[src/rtl/dco_tune_ctrl.sv]
// DCO frequency-lock controller: counts dco_in toggles over a fixed window and nudges the tuning word toward the target.
// Loop period is SETTLE_CYC + 2^WIN_LOG2 + 1 cycles; configuration is accepted only while idle (cfg_ready).
module dco_tune_ctrl #(
  parameter int WIN_LOG2   = 10,
  parameter int TOL        = 2,
  parameter int LOCK_CNT   = 4,
  parameter int STEP_MAX   = 4096,
  parameter int SETTLE_CYC = 16
) (
  input  logic        clk,
  input  logic        rst,
  input  logic        cfg_valid,
  output logic        cfg_ready,
  input  logic [23:0] cfg_mod,
  input  logic [23:0] cfg_init_speed,
  input  logic [15:0] cfg_target,
  input  logic        stop,
  input  logic        dco_in,
  output logic [23:0] speed_var,
  output logic [23:0] mod,
  output logic        locked,
  output logic        busy,
  output logic        err_rail
);

  localparam int SW = (SETTLE_CYC > 1) ? $clog2(SETTLE_CYC) : 1;
  localparam int LW = $clog2(LOCK_CNT + 1);

  localparam logic [SW-1:0]       SETTLE_LAST = SW'(SETTLE_CYC - 1);
  localparam logic [WIN_LOG2-1:0] WIN_LAST    = '1;
  localparam logic [LW-1:0]       LOCK_MAX    = LW'(LOCK_CNT);
  localparam logic [16:0]         TOL_V       = 17'(TOL);
  localparam logic signed [16:0]  STEP_P      = 17'(STEP_MAX);
  localparam logic signed [16:0]  STEP_N      = -STEP_P;

  typedef enum logic [1:0] {
    ST_IDLE    = 2'd0,
    ST_SETTLE  = 2'd1,
    ST_MEASURE = 2'd2,
    ST_ADJUST  = 2'd3
  } state_t;

  state_t              r_state;
  logic [23:0]         r_speed;
  logic [23:0]         r_mod;
  logic [15:0]         r_target;
  logic                r_locked;
  logic                r_err_rail;
  logic                r_cfg_ready;
  logic                r_busy;
  logic [LW-1:0]       r_lock_cnt;
  logic [SW-1:0]       r_settle_cnt;
  logic [WIN_LOG2-1:0] r_win_cnt;
  logic [15:0]         r_edge_cnt;
  logic                r_dco_d;

  logic signed [16:0]  w_err;
  logic [16:0]         w_err_abs;
  logic                w_in_tol;
  logic signed [16:0]  w_step;
  logic signed [25:0]  w_sum;
  logic                w_rail_hi;
  logic                w_rail_lo;
  logic [23:0]         w_new_speed;
  logic [LW-1:0]       w_lock_inc;
  logic                w_toggle;

  assign w_err     = $signed({1'b0, r_target}) - $signed({1'b0, r_edge_cnt});
  assign w_err_abs = w_err[16] ? (17'd0 - w_err) : w_err;
  assign w_in_tol  = (w_err_abs <= TOL_V);

  always_comb begin
    w_step = w_err;
    if (w_err > STEP_P) begin
      w_step = STEP_P;
    end else if (w_err < STEP_N) begin
      w_step = STEP_N;
    end
  end

  // 26-bit signed sum leaves headroom so both rails are detected before truncation.
  assign w_sum       = $signed({2'b00, r_speed}) + $signed({{9{w_step[16]}}, w_step});
  assign w_rail_hi   = (w_sum > 26'sh0FFFFFF);
  assign w_rail_lo   = (w_sum < 26'sd1);
  assign w_new_speed = w_rail_hi ? 24'hFFFFFF : (w_rail_lo ? 24'd1 : w_sum[23:0]);

  assign w_lock_inc = (r_lock_cnt == LOCK_MAX) ? LOCK_MAX : (r_lock_cnt + LW'(1));
  assign w_toggle   = dco_in ^ r_dco_d;

  always_ff @(posedge clk) begin
    if (rst) begin
      r_state      <= ST_IDLE;
      r_speed      <= '0;
      r_mod        <= '0;
      r_target     <= '0;
      r_locked     <= 1'b0;
      r_err_rail   <= 1'b0;
      r_cfg_ready  <= 1'b1;
      r_busy       <= 1'b0;
      r_lock_cnt   <= '0;
      r_settle_cnt <= '0;
      r_win_cnt    <= '0;
      r_edge_cnt   <= '0;
      r_dco_d      <= 1'b0;
    end else begin
      r_dco_d <= dco_in;
      if (stop && (r_state != ST_IDLE)) begin
        // Abort keeps the last tuning word so the DCO stays where it was.
        r_state     <= ST_IDLE;
        r_cfg_ready <= 1'b1;
        r_busy      <= 1'b0;
        r_locked    <= 1'b0;
        r_lock_cnt  <= '0;
      end else begin
        case (r_state)
          ST_IDLE: begin
            if (cfg_valid && r_cfg_ready) begin
              r_mod        <= cfg_mod;
              r_speed      <= cfg_init_speed;
              r_target     <= cfg_target;
              r_locked     <= 1'b0;
              r_err_rail   <= 1'b0;
              r_lock_cnt   <= '0;
              r_settle_cnt <= '0;
              r_state      <= ST_SETTLE;
              r_cfg_ready  <= 1'b0;
              r_busy       <= 1'b1;
            end
          end
          ST_SETTLE: begin
            if (r_settle_cnt == SETTLE_LAST) begin
              r_state    <= ST_MEASURE;
              r_edge_cnt <= '0;
              r_win_cnt  <= '0;
            end else begin
              r_settle_cnt <= r_settle_cnt + SW'(1);
            end
          end
          ST_MEASURE: begin
            if (w_toggle && (r_edge_cnt != 16'hFFFF)) begin
              r_edge_cnt <= r_edge_cnt + 16'd1;
            end
            r_win_cnt <= r_win_cnt + WIN_LOG2'(1);
            if (r_win_cnt == WIN_LAST) begin
              r_state <= ST_ADJUST;
            end
          end
          ST_ADJUST: begin
            if (w_in_tol) begin
              r_lock_cnt <= w_lock_inc;
              if (w_lock_inc == LOCK_MAX) begin
                r_locked <= 1'b1;
              end
            end else begin
              r_lock_cnt <= '0;
              r_locked   <= 1'b0;
              r_speed    <= w_new_speed;
              if (w_rail_hi || w_rail_lo) begin
                r_err_rail <= 1'b1;
              end
            end
            r_settle_cnt <= '0;
            r_state      <= ST_SETTLE;
          end
          default: begin
            r_state     <= ST_IDLE;
            r_cfg_ready <= 1'b1;
            r_busy      <= 1'b0;
          end
        endcase
      end
    end
  end

  assign cfg_ready = r_cfg_ready;
  assign busy      = r_busy;
  assign speed_var = r_speed;
  assign mod       = r_mod;
  assign locked    = r_locked;
  assign err_rail  = r_err_rail;

endmodule

[config.mk]
export PLATFORM = sky130hd
export DESIGN_NAME = dco_tune_ctrl
export DESIGN_NICKNAME = d
export VERILOG_FILES = /design/src/rtl/dco_tune_ctrl.sv
export SDC_FILE = /design/constraint.sdc
export NUM_CORES = 1
export LEC_CHECK = 0
export BUFFER_PORTS_ARGS = -buffer_cell sky130_fd_sc_hd__clkbuf_2
export CORE_MARGIN = 3
export CORE_UTILIZATION = 35
export CTS_CLUSTER_DIAMETER = 200
export DETAILED_ROUTE_END_ITERATION = 8
export SLEW_MARGIN = 20
export SYNTH_ARGS = -nofsm -noshare
export SYNTH_HDL_FRONTEND = slang
export SYNTH_SLANG_ARGS = --single-unit
[constraint.sdc]
create_clock -name clk -period 7.4 [get_ports clk]
set_input_delay 1.11 -clock clk [delete_from_list [all_inputs] [get_ports clk]]
set_output_delay 1.11 -clock clk [all_outputs]
set_load 0.02 [all_outputs]
After elaboration in Yosys (flattened, before gate mapping)
Cells that the tools add are included.
- bits in registers: 104
- latch bits: 0
- bits in writable memories: 0
- bits in read-only memories: 0
- input port bits: 69
- output and inout bits: 52
- memories kept: 0
- $add $sub $neg: 7
- $mul: 0
- divide/modulo/power cells: 0
- magnitude comparators: 5
- equal/unequal tests: 16
- shift operators: 0
- muxes and demuxes: 31
- bitwise logic cells: 2
- reduce and logical (&&, ||, !) cells: 20
- operator list (kind ; number):
    24-bit 2-to-1 mux ; 4
    17-bit 2-to-1 mux ; 3
    24-bit case mux with 2 select lines ; 1
    16-bit 2-to-1 mux ; 2
    16-bit case mux with 2 select lines ; 1
    25-bit by 17-bit adder with 26-bit output ; 1
    26-bit by 25-bit > comparator with 1-bit output (second input constant) ; 1
    26-bit by 2-bit less-than comparator with 1-bit output (second input constant) ; 1
    10-bit case mux with 2 select lines ; 1
    17-bit by 14-bit > comparator with 1-bit output (second input constant) ; 1
    17-bit by 2-bit less-or-equal comparator with 1-bit output (second input constant) ; 1
    17-bit by 13-bit less-than comparator with 1-bit output (second input constant) ; 1
    1-bit by 17-bit subtractor with 17-bit output (first input constant) ; 1
    16-bit by 16-bit subtractor with 17-bit output ; 1
    16-bit by 1-bit adder with 16-bit output (second input constant) ; 1
    16-bit != test (second input constant) ; 1
    2-bit != test (second input constant) ; 7
    4-bit case mux with 3 select lines ; 1
    3-bit AND reduction ; 4
    4-bit AND reduction ; 3
    10-bit by 1-bit adder with 10-bit output (second input constant) ; 1
    10-bit == test (second input constant) ; 1
    10-bit 2-to-1 mux ; 1
    3-bit 2-to-1 mux ; 3
    23 further kinds ; 38

Depth between registers and ports, before layout
- depth in word-level cells: 10
- depth in mapped cells: 27
- mapped depth without buffers: 26

Least setup slack after synthesis
Ideal clock, no wire load.
- path kind: flip-flop to flip-flop
- start point: register r_target[0]
- end point: register r_err_rail (netlist: err_rail)
- arrival: 6.446 ns
- setup slack: 0.867 ns
- cell stages (with the launch flop): 28
- buffers on the path: 1
- period minus slack after synthesis: 6.533 ns
- cells stage by stage: dfxtp_1 > inv_1 > ha_1 > fa_1 > nand2b_1 > a21oi_1 > o21a_1 > o21ai_0 > a211o_1 > nor4_1 > nand2_1 > ha_1 > nand2b_1 > clkbuf_1 > nor2_1 > ha_1 > fa_1 > a211oi_1 > o21ai_0 > a21oi_1 > nand2_1 > a21o_1 > xor2_1 > or4_1 > or4_1 > nor4_1 > o32ai_1 > a211oi_1
- longest elaborated chain between the ends: 9
- ends and longest elaborated chain (element ; RTL line ; source):
    start, declared ; 46 ; logic [15:0] r_target;
    start signal, assigned ; 120 ; r_target <= cfg_target;
    16-bit by 16-bit subtractor with 17-bit output (*) ; 68 ; assign w_err = $signed({1'b0, r_target}) - $signed({1'b0, r_edge_cnt});
    17-bit by 13-bit less-than comparator with 1-bit output ; 76 ; end else if (w_err < STEP_N) begin
    17-bit 2-to-1 mux ; 76 ;
    17-bit 2-to-1 mux ; 74 ; if (w_err > STEP_P) begin
    25-bit by 17-bit adder with 26-bit output ; 82 ; assign w_sum = $signed({2'b00, r_speed}) + $signed({{9{w_step[16]}}, w_step});
    26-bit by 25-bit > comparator with 1-bit output or 26-bit by 2-bit less-than comparator with 1-bit output (tied branches) ; 83, 84 ;
    1-bit logical OR ; 158 ; if (w_rail_hi || w_rail_lo) begin
    2-bit != test (no line) ; -- ;
    5-bit AND reduction (no line) (*) ; -- ;
    end signal, assigned ; 97 ; r_err_rail <= 1'b0;
    end signal, assigned ; 122 ; r_err_rail <= 1'b0;
    end signal, assigned ; 159 ; r_err_rail <= 1'b1;
    end, declared ; 48 ; logic r_err_rail;
Every way passes the cells marked *; elsewhere a longest branch is shown, timed or not.
A chain may end at the register's enable or synchronous reset.

Final worst setup path
Same ends and word-level chain as after synthesis.

==> summary.md <==
| Metric | Value |
|---|---|
| Status | finished clean |
| Slew headroom | 0.395 |
| # port buffers | 120 |
| HP Start | mod[2] |
| Synthesized area per cell | 7.81 µm² |
| Largest net degree at the start of global routing | 73 |
| Area Overhead vs Synth | 16.1% |
| Tot GR Track Use | 0.169 |
| Register area share after synthesis | 0.278 |
| Wire length on met2 | 8970 µm |
| Final Cell Area | 8710 µm² |
| Via count | 7061 |
| CP endpoint kind | flip-flop |
| Ys Warns | 0 |
| Tcrit/Tclk final | 0.909 |
| Initial Util | 0.364 |
| Share of the synthesized area in the top cell type | 0.278 |
| RSZ-0062 raised after global routing | no |
| Clock sinks | 104 |
| Post-synth net total | 1086 |
| F_max | 0.149 GHz |
| Hold Path Sink | mod[2] |
| DR top layer | met4 |
| Max-slew violation count | 0 |
| Peak supply drop | 296 µV |
| PwrDens | 498 nW/µm² |
| CTS buffer count | 9 |
| RR Startpoint | r_target[0] |
| Max-cap violation count | 0 |
| R2R depth | 27 |
| CP Launch Type | flip-flop |
| Yosys reg bits | 104 |
| Critical R2R Capture | err_rail |
| I/O pin cnt | 121 |
| Vias per std cell | 5.28 |
| GPL Wtd Cong | 0.890 |
| Slowest-stage cell, CP | or4b_2 |
| Routed wire length | 20100 µm |
| GRT Residual Overflow | 0 |
| Rows | 52 |
| Drt pass-1 iters | 5 |
| Setup TNS | 0 ns |
| DRC | 0 |
| Final min period | 6.73 ns |
| Die area | 23200 µm² |
| Die height | 152 µm |
| Cells after Synth | 960 |
| Antenna cells | 0 |
| Top-count cell post-synth | nand2_1 |
| Slew @ Worst Pin | 0.907 ns |
| Synth Cell Area | 7500 µm² |
| CP required | 7.67 ns |
| Async set or reset register ratio after synthesis | 0 |
| Htree depth | 3 |
| Final HPWL DP | 15500 µm |
| P_leak | 0.00367 µW |
| Global-route wire length before repair | 33300 µm |
| Routed Antenna Nets | 0 |
| Root Buffer | clkbuf_16 |
| Max clock buf depth | 2 |
| Vias in the first global route | 6612 |
| Hold WC Path Type | flip-flop to flip-flop |
| WP data arrival | 7.00 ns |
| Hold depth | 2 |
| Pwr Total | 4340 µW |
| Synth area leader | dfxtp_1 |
| Worst-path clk slew | 0.08 ns |
| Most instantiated cells after synthesis | nand2_1 (152), dfxtp_1 (104), a21oi_1 (91) |
| CTS tree | done |
| Post-CTS Setup Inserts | 0 |
| Met3 WL post-DR | 847 µm |
| Layout cells sized above 1 | 0.200 |
| Reg-to-reg setup timing slack | 0.67 ns |
| Number of DRC markers in iteration 0 | 407 |
| Worst-path maximum fanout | 6 |
| DRT met1 WL | 10000 µm |
| Most frequent CP cell | ha_1 |
| Initial antenna violation count | 0 |
| Hold Fails Final Rpt | 0 |
| WL/cell | 15.0 µm |
| Slowest stage delay, CP | 0.66 ns |
| Final setup vio count | 0 |
| DP Area | 8350 µm² |
| Top cells by area, synth | dfxtp_1 (28%), ha_1 (9.2%), nand2_1 (7.6%) |
| Count of cell types in the netlist | 70 |
| WS Path Type | flip-flop to flip-flop |
| Setup Skew | 0.0118 ns |
| Top_reg_cell synth | dfxtp_1 |
| Clock Latency Late Sink | 0.36 ns |
| Fin nets | 1189 |
| Placeable Area | 20600 µm² |
| Die Wd | 152 µm |
| Number of flops mapped to enable cells by yosys | 0 |
==> final cells by class <==
type	instances	area, µm²
clock buffer	9	225
clock inverter	7	91.3
fill	2159	11900
inverter	45	169
multi-input combinational	774	5120
sequential	104	2080
tap	270	338
timing repair buffer	129	681
==> power by group <==
part	internal, µW	switching (µW)	total [µW]
clock network	246	256	501
logic	1130	1920	3050
registers	677	104	781
==> worst max-delay path by stage <==
stage               cells past startpoint  slack [ns]       end        start
global route                           27        0.04  err_rail  r_target[0]
finish                                 27        0.67  err_rail  r_target[0]
global placement                       27        0.70  err_rail  r_target[0]
floorplan                              27        0.87  err_rail  r_target[0]
CTS                                    27        0.53  err_rail  r_target[0]
detailed placement                     27        0.58  err_rail  r_target[0]
==> critical path, delay by kind of cell (launching register included) <==
kind	cells	cell delay, ns
flip-flops	1	0.34
AND/OR/NAND/NOR	10	2.60
XOR/XNOR	1	0.12
buffers and inverters	2	0.21
adder cells (fa/ha/maj)	5	1.62
AO/OA/AOI/OAI	9	1.73
==> state kept, by name, summed over array words and instances, names as in the netlist <==
| name | cells |
|---|---|
| busy | 1 |
| cfg_ready | 1 |
| err_rail | 1 |
| locked | 1 |
| mod | 24 |
| r_dco_d | 1 |
| r_edge_cnt | 16 |
| r_lock_cnt | 3 |
| r_settle_cnt | 4 |
| r_state | 2 |
| r_target | 16 |
| r_win_cnt | 10 |
| speed_var | 24 |
==> metrics by stage <==
stage | hold slack, ns | setup slack (ns) | std cells | utilization
after floorplan | 0.436 | 0.867 | 960 | -
after global placement | 0.441 | 0.702 | 1322 | 0.405
after detailed placement | 0.446 | 0.578 | 1322 | 0.405
after CTS | 0.459 | 0.530 | 1338 | 0.420
after global routing | 0.477 | 0.0376 | 1338 | 0.422
final | 0.456 | 0.671 | 1338 | 0.422
==> cell usage in the layout (no fill, tap or decap), types with 9 or more instances in the layout <==
cell type	instances
dfxtp_1	104
ha_1	55
inv_1	45
and3_1	9
o21ai_0	39
o21bai_1	14
nor2_1	81
or2_2	20
mux2i_1	19
nand3_1	24
a211oi_1	10
xnor2_1	35
a211oi_2	22
clkbuf_16	9
nand2b_1	10
nor3_1	13
nand4_1	11
nand2_1	152
clkbuf_2	119
or3_1	9
a31oi_1	12
xor2_1	22
a21oi_1	89
==> cells by family (layout without fill, tap and decap cells) <==
| logic type | count (synthesis) | count (layout) | share of synthesized area |
|---|---|---|---|
| AO/OA/AOI/OAI | 256 | 256 | 0.237 |
| buffers and inverters | 82 | 190 | 0.0459 |
| XOR/XNOR | 58 | 58 | 0.0677 |
| multiplexers | 21 | 21 | 0.0284 |
| adder cells (fa/ha/maj) | 58 | 58 | 0.0984 |
| flip-flops | 104 | 104 | 0.278 |
| AND/OR/NAND/NOR | 381 | 381 | 0.244 |
==> what timing repair did <==
item | in CTS | in global routing
resized for setup | 0 | 7
hold buffers | 0 | 0
setup endpoints to repair | 0 | 2
==> layer usage <==
layer	up-vias	track usage
li1	3631	-
met1	3276	0.241
met2	138	0.264
met3	16	0.0321
met4	0	0.0407
met5	-	0
(Power assumes the default switching activity.)
